--- src/rtl/myca_seq_if.sv ---
// myca_seq_if: decoder/status-facing bundle of the myca_seq program-counter sequencer.
interface myca_seq_if #(parameter int AW = 4, parameter int SD = 4);
  logic                      en;
  logic                      x;
  logic [2:0]                opc;
  logic [AW-1:0]             dir;
  logic                      clr_err;
  logic [AW-1:0]             pc;
  logic [$clog2(SD+1)-1:0]   lvl;
  logic                      ovf;
  logic                      unf;
  modport master (output en, x, opc, dir, clr_err, input pc, lvl, ovf, unf);
  modport slave  (input en, x, opc, dir, clr_err, output pc, lvl, ovf, unf);
endinterface

--- src/rtl/myca_seq.sv ---
// myca_seq: PC sequencer with branches, CALL/RET stack and sticky stack-error flags.
// Define MYCA_SEQ_LOOP_EN to add the LDL/DJNZ loop counter; otherwise opcodes 110/111 hold.
module myca_seq #(
  parameter int            AW        = 4,
  parameter int            SD        = 4,
  parameter logic [AW-1:0] RESET_VEC = '0
) (
  input  logic      ck,
  input  logic      rst_n,
  myca_seq_if.slave bus
);
  localparam int LW = $clog2(SD+1);
  localparam logic [LW-1:0] FULL = LW'(SD);
  logic [AW-1:0] pc_q, pc_d, inc;
  logic [LW-1:0] lvl_q, lvl_d;
  logic          ovf_q, ovf_d, unf_q, unf_d, push;
  // Sized to the full index range of lvl so it never needs truncation; entries >= SD are never written.
  logic [AW-1:0] stk_q [2**LW];
`ifdef MYCA_SEQ_LOOP_EN
  logic [AW-1:0] lc_q, lc_d;
`endif
  always_comb begin
    inc   = pc_q + 1'b1;
    pc_d  = pc_q;
    lvl_d = lvl_q;
    ovf_d = ovf_q;
    unf_d = unf_q;
    push  = 1'b0;
`ifdef MYCA_SEQ_LOOP_EN
    lc_d  = lc_q;
`endif
    if (bus.en) begin
      if (bus.clr_err) begin
        ovf_d = 1'b0;
        unf_d = 1'b0;
      end
      case (bus.opc)
        3'd0: pc_d = inc;
        3'd1: pc_d = bus.x ? inc : bus.dir;
        3'd2: pc_d = bus.dir;
        3'd3: pc_d = bus.x ? bus.dir : inc;
        3'd4: begin
          push  = lvl_q != FULL;
          pc_d  = push ? bus.dir : inc;
          lvl_d = push ? lvl_q + 1'b1 : lvl_q;
          ovf_d = push ? ovf_d : 1'b1;
        end
        3'd5: begin
          pc_d  = (lvl_q != '0) ? stk_q[lvl_q - 1'b1] : inc;
          lvl_d = (lvl_q != '0) ? lvl_q - 1'b1 : lvl_q;
          unf_d = (lvl_q != '0) ? unf_d : 1'b1;
        end
`ifdef MYCA_SEQ_LOOP_EN
        3'd6: begin
          lc_d = bus.dir;
          pc_d = inc;
        end
        3'd7: begin
          lc_d = (lc_q != '0) ? lc_q - 1'b1 : lc_q;
          pc_d = (lc_q != '0 && lc_q != AW'(1)) ? bus.dir : inc;
        end
`endif
        default: ;
      endcase
    end
  end
  always_ff @(posedge ck or negedge rst_n)
    if (!rst_n) begin
      pc_q  <= RESET_VEC;
      lvl_q <= '0;
      ovf_q <= 1'b0;
      unf_q <= 1'b0;
`ifdef MYCA_SEQ_LOOP_EN
      lc_q  <= '0;
`endif
    end else begin
      pc_q  <= pc_d;
      lvl_q <= lvl_d;
      ovf_q <= ovf_d;
      unf_q <= unf_d;
`ifdef MYCA_SEQ_LOOP_EN
      lc_q  <= lc_d;
`endif
    end
  always_ff @(posedge ck)
    if (push) stk_q[lvl_q] <= inc;
  assign bus.pc  = pc_q;
  assign bus.lvl = lvl_q;
  assign bus.ovf = ovf_q;
  assign bus.unf = unf_q;
endmodule

--- src/flat_wrapper.sv ---
// flat-port wrapper written by rule: the top's interface ports become plain ports
module myca_seq_flat 
#(
  parameter int            AW        = 4,
  parameter int            SD        = 4,
  parameter logic [AW-1:0] RESET_VEC = '0
)
  (ck, rst_n, bus_en, bus_x, bus_opc, bus_dir, bus_clr_err, bus_pc, bus_lvl, bus_ovf, bus_unf);
  myca_seq_if #(.AW(AW), .SD(SD)) bus_i ();
  input  logic ck;
  input  logic rst_n;
  input wire logic [$bits(bus_i.en)-1:0] bus_en;
  input wire logic [$bits(bus_i.x)-1:0] bus_x;
  input wire logic [$bits(bus_i.opc)-1:0] bus_opc;
  input wire logic [$bits(bus_i.dir)-1:0] bus_dir;
  input wire logic [$bits(bus_i.clr_err)-1:0] bus_clr_err;
  output wire logic [$bits(bus_i.pc)-1:0] bus_pc;
  output wire logic [$bits(bus_i.lvl)-1:0] bus_lvl;
  output wire logic [$bits(bus_i.ovf)-1:0] bus_ovf;
  output wire logic [$bits(bus_i.unf)-1:0] bus_unf;
  assign bus_i.en = bus_en;
  assign bus_i.x = bus_x;
  assign bus_i.opc = bus_opc;
  assign bus_i.dir = bus_dir;
  assign bus_i.clr_err = bus_clr_err;
  assign bus_pc = bus_i.pc;
  assign bus_lvl = bus_i.lvl;
  assign bus_ovf = bus_i.ovf;
  assign bus_unf = bus_i.unf;
  myca_seq #(.AW(AW), .SD(SD), .RESET_VEC(RESET_VEC)) u_core (.ck(ck), .rst_n(rst_n), .bus(bus_i));
endmodule
--- config.mk ---
export PLATFORM = sky130hd
export DESIGN_NAME = myca_seq_flat
export DESIGN_NICKNAME = d
export VERILOG_FILES = /design/src/rtl/myca_seq_if.sv /design/src/rtl/myca_seq.sv /design/src/flat_wrapper.sv
export SDC_FILE = /design/constraint.sdc
export NUM_CORES = 1
export LEC_CHECK = 0
export ABC_AREA = 1
export CORE_MARGIN = 1
export CORE_UTILIZATION = 51
export DETAILED_ROUTE_END_ITERATION = 8
export HOLD_SLACK_MARGIN = 0.02
export PLACE_DENSITY = 0.82
export SYNTH_ARGS = -nofsm -noshare
export SYNTH_HDL_FRONTEND = slang
export SYNTH_SLANG_ARGS = --single-unit
--- constraint.sdc ---
create_clock -name ck -period 1.84 [get_ports ck]
set_input_delay 0.184 -clock ck [delete_from_list [all_inputs] [get_ports ck]]
set_output_delay 0.184 -clock ck [all_outputs]
set_load 0.01 [all_outputs]
==> results, run 1 <==
- The HPWL after detailed placement is 3410 µm.
- The number of CTS-inserted buffers is 5.
- Summing all non-filler instances in the final layout gives an area of 0.00275 mm².
- The region available for standard cell placement spans 0.00409 mm².
- The fraction of final layout cells sized beyond drive strength 1 is 0.156.
- The aggregate negative setup slack is 0 ps.
- The pin count of the biggest net entering global routing is 20.
- The worst setup path is launched from a flop.
- The category of cells accounting for the largest share of critical-path delay is buffers and inverters.
- The setup skew after layout is 6.98 ps.
- The run finished with clean final reports.
- The clock tree from TritonCTS is yes.
- From bottom edge to top edge, the die measures 67.9 µm.
- The sequential element share of the synthesized area is 0.536.
- Yosys attributes the largest share of cell area to edfxtp_1, nand2_1, dfrtp_1.
- The share of total power dissipated in combinational logic is 0.459.
- The arrival time at the worst endpoint is 1600 ps.
- The quantity of I/O buffers inserted on ports is 20.
- The share of the clock period used by the worst path after layout is 0.972.
- The critical path is of the flop to output port type.
- VDD sags by at most 0.000764 V.
- Hold repair after CTS inserted 0 buffers.
- Once the clock tree was built, the setup fixing pass inserted 0 buffers.
- After the first detailed-routing iteration, the DRC count stood at 88.
- The share of power burned in the clock network is 0.216.
- The static leakage power is 0.00121 µW.
- The fraction of power spent switching nets is 0.389.
- The number of top-level pins is 21.
- The largest single stage delay on the critical path is 580 ps.
- The routed wire length is 4710 µm.
- The final weighted congestion in routability-driven placement is 0.876.
- STA puts the critical path data required time at 1660 ps.
- Synthesis inferred 41 register bits.
- Across the run, the number of max-cap violations was 0.
- The via count of the first global-routing pass is 1,697.
- At the pin with the least slew margin, the transition time is 474 ps.
- The global-route wire length before repair is 7500 µm.
- The clock passes through at most 2 buffers.
- The clock sink count is 41.
- The number of synthesized flops with an enable pin is 32.
- The commonest cells after synthesis are nand2_1, nand3_1, edfxtp_1, inv_1, nor2_1.
- The worst-case headroom to the max-slew limit is 0.683.
- The kind of capture point of the worst setup path is an output port.
- 0 antenna diodes ended up in the layout.
- For this run, the total global-route usage over all layers was measured as 0.233.
- For this run the aggregate overflow at the end of global routing stands at 0.
- At the end of the flow, the number of nets in the layout was 309.
- The area enclosed by the die boundary is 0.00461 mm².
- After synthesis, the netlist uses 28 different library cells.
- The number of levels in the clock H-tree is 2.
- The average routed wire per standard cell is 13.7 µm.
- The total nets after synthesis is 277.
- The routed layout has 1,786 vias.
- The critical path buffer and inverter count is 2.
- Internal power comes to 2440 µW.
- The placed instances occupy a cell area of 0.00261 mm².
- The sequential group share of total power is 0.325.
- After clock tree synthesis, the clock-pin slew on the worst setup and hold paths is 80 ps.
- The number of antenna violations at the first check in global routing is 0.
- Setup repair after global routing left no endpoint under its margin.
- The number of routed nets with antenna violations is 0.
- The analysis attributes to net switching a power of 1550 µW.
- After layout, the minimum clock period comes to 1790 ps.
- For this run, the number of Yosys warnings is 0.
- The type of the worst min-delay path is input pin to async pin.
- For this run, design rule violations remaining after detail routing come to 0.
- The starting density of the core is 0.542.
- For this run, the detailed router's first-pass iteration total came to 4.
- The clock reaches the later pin of the worst-skew pair after 290 ps.
- In this run, post-CTS repair resized a total of 0 instances.
- Synthesis produced 261 cells.
- The startpoint of the worst-slack reg-to-reg timing path is u_core.bus.lvl[1]$_DFFE_PN0P_.
- Measured along the x axis, the die boundary spans 67.9 µm.
- The slowest stage of the critical path is the clkdlybuf4s50_1 cell.
- The share of synthesized flip-flops with an asynchronous set or reset is 0.220.
- In this run the clock root is driven by a clkbuf_8.
- Among all flip-flop cells after synthesis, the most frequent one is edfxtp_1.
- Setup violations remaining at the end of the flow were counted as 0.
- The top achievable clock speed is 0.559 GHz.
- The cell with the most instances after synthesis is nand2_1.
- Dividing the detail-routed via count by the number of cells gives 5.19.
- After floorplanning, the core was divided into 23 placement rows.
- The most area-hungry cell type in the Yosys netlist is edfxtp_1.
- The critical path goes through buf_4, clkdlybuf4s50_1.
- The launching element of the worst setup path is u_core.bus.lvl[0]$_DFFE_PN0P_.
- The hold violation count in the final report is 0.
- The fraction of synthesized cell area taken by the top area cell type is 0.434.
- Power spread over the standard cell area amounts to 1450 mW/mm².
- The average cell area after synthesis is 8.48 µm².
- After filler insertion, the fill cell instance count of the layout stands at 328.
- The total count of max-transition violations in the final report came to 0.
- The area growth from synthesis to final layout is 24.3%.
- The cell area after technology mapping is 0.00221 mm².
- The maximum fanout count along the critical path is 19.
==> worst register-to-register path, stage by stage, from the launching register on <==
cell and delay, ps:
dfrtp_2 410, inv_1 160, ha_2 240, xnor2_1 170
buf_4 180, nand3_1 100, nand3_1 150, nand2_1 70
nor2_1 90, nor2_1 50
==> cell type report <==
| class | count | area (µm²) | area share |
|---|---|---|---|
| clock buffers | 5 | 68.8 | 0.0250 |
| clock inverters | 3 | 68.8 | 0.0250 |
| inverters | 35 | 140 | 0.0509 |
| multi-input cells | 179 | 941 | 0.342 |
| flip-flops and latches | 41 | 1190 | 0.432 |
| well taps | 50 | 62.6 | 0.0227 |
| repair buffers | 31 | 283 | 0.103 |
==> layout by cell type (no fill, tap or decap), types with 2 or more instances in the layout <==
| cell type | n |
|---|---|
| a21oi_1 | 5 |
| buf_4 | 11 |
| bufinv_16 | 2 |
| clkbuf_8 | 5 |
| clkdlybuf4s50_1 | 20 |
| dfrtp_1 | 8 |
| edfxtp_1 | 32 |
| ha_1 | 2 |
| inv_1 | 31 |
| inv_2 | 2 |
| nand2_1 | 83 |
| nand2_2 | 4 |
| nand3_1 | 32 |
| nand3_2 | 2 |
| nand4_1 | 3 |
| nor2_1 | 18 |
| nor2_2 | 4 |
| nor2_4 | 3 |
| nor3_4 | 4 |
| o211ai_1 | 2 |
| o21ai_0 | 3 |
| o21ai_1 | 2 |
| xnor2_1 | 2 |
| xor2_1 | 3 |
==> sequential cells by signal, indices dropped and copies added, names as in the netlist <==
name	count
u_core.bus.lvl	3
u_core.stk_q	32
u_core.bus.ovf	1
u_core.bus.unf	1
u_core.bus.pc	4
==> kinds of logic (layout without fill, tap and decap cells) <==
kind of cell | Yosys count | after routing | share of synthesized area
fa+ha+maj | 4 | 4 | 0.0226
xor+xnor | 5 | 5 | 0.0198
compound gates | 15 | 15 | 0.0396
simple gates | 155 | 155 | 0.300
flops | 41 | 41 | 0.536
buf+inv | 41 | 74 | 0.0820
==> through the flow <==
step | total power (µW) | hold slack (ps) | worst slack, ps | std cells | utilization
3_3_place_gp | 3090 | 472 | 64.7 | 336 | 0.639
5_1_grt | 4250 | 244 | 1.64 | 344 | 0.673
6_report | 4000 | 208 | 52.2 | 344 | 0.673
3_5_place_dp | 3130 | 486 | 11.3 | 336 | 0.639
4_1_cts | 4000 | 222 | 44.9 | 344 | 0.673
2_1_floorplan | 2520 | -112 | -19.5 | 261 | -
==> power by group through the flow <==
stage | clock (µW) | sequential, µW | combinational [µW]
after global routing | 913 | 1310 | 2030
after global placement | 0 | 1320 | 1780
final | 864 | 1300 | 1830
after floorplan | 0 | 1350 | 1180
after detailed placement | 0 | 1320 | 1810
after CTS | 873 | 1300 | 1820
==> routing by layer <==
layer	up-vias	part of all wire	global-route usage
met5	-	0	0
met4	0	0.022	0.135
met3	9	0.058	0.0467
met2	59	0.49	0.368
met1	806	0.43	0.298
li1	912	-	-
==> final timing paths <==
path | cells past startpoint | to | slack (ps)
max in group asynchronous | 1 | u_core.bus.lvl[1]$_DFFE_PN0P_ | 1280
max | 2 | bus_lvl[0] | 50
min in group ck | 2 | u_core.bus.ovf$_DFFE_PN0P_ | 500
min | 1 | u_core.bus.unf$_DFFE_PN0P_ | 210
min reg2reg | 2 | u_core.bus.ovf$_DFFE_PN0P_ | 500
max reg2reg | 9 | u_core.bus.pc[3]$_DFFE_PN0P_ | 120
No activity file was read; power rests on OpenSTA's default activity.
==> run 2, diff against run 1 <==
Settings changed: TNS_END_PERCENT set to 50.
==> results of run 2 <==
Same layout as run 1: the final DEF is identical, and so are final timing and power.
==> run 3, diff against run 2 <==
Settings changed: SLEW_MARGIN set to 20.
==> results of run 3 <==
Same layout as run 1: the final DEF is identical, and so are final timing and power.
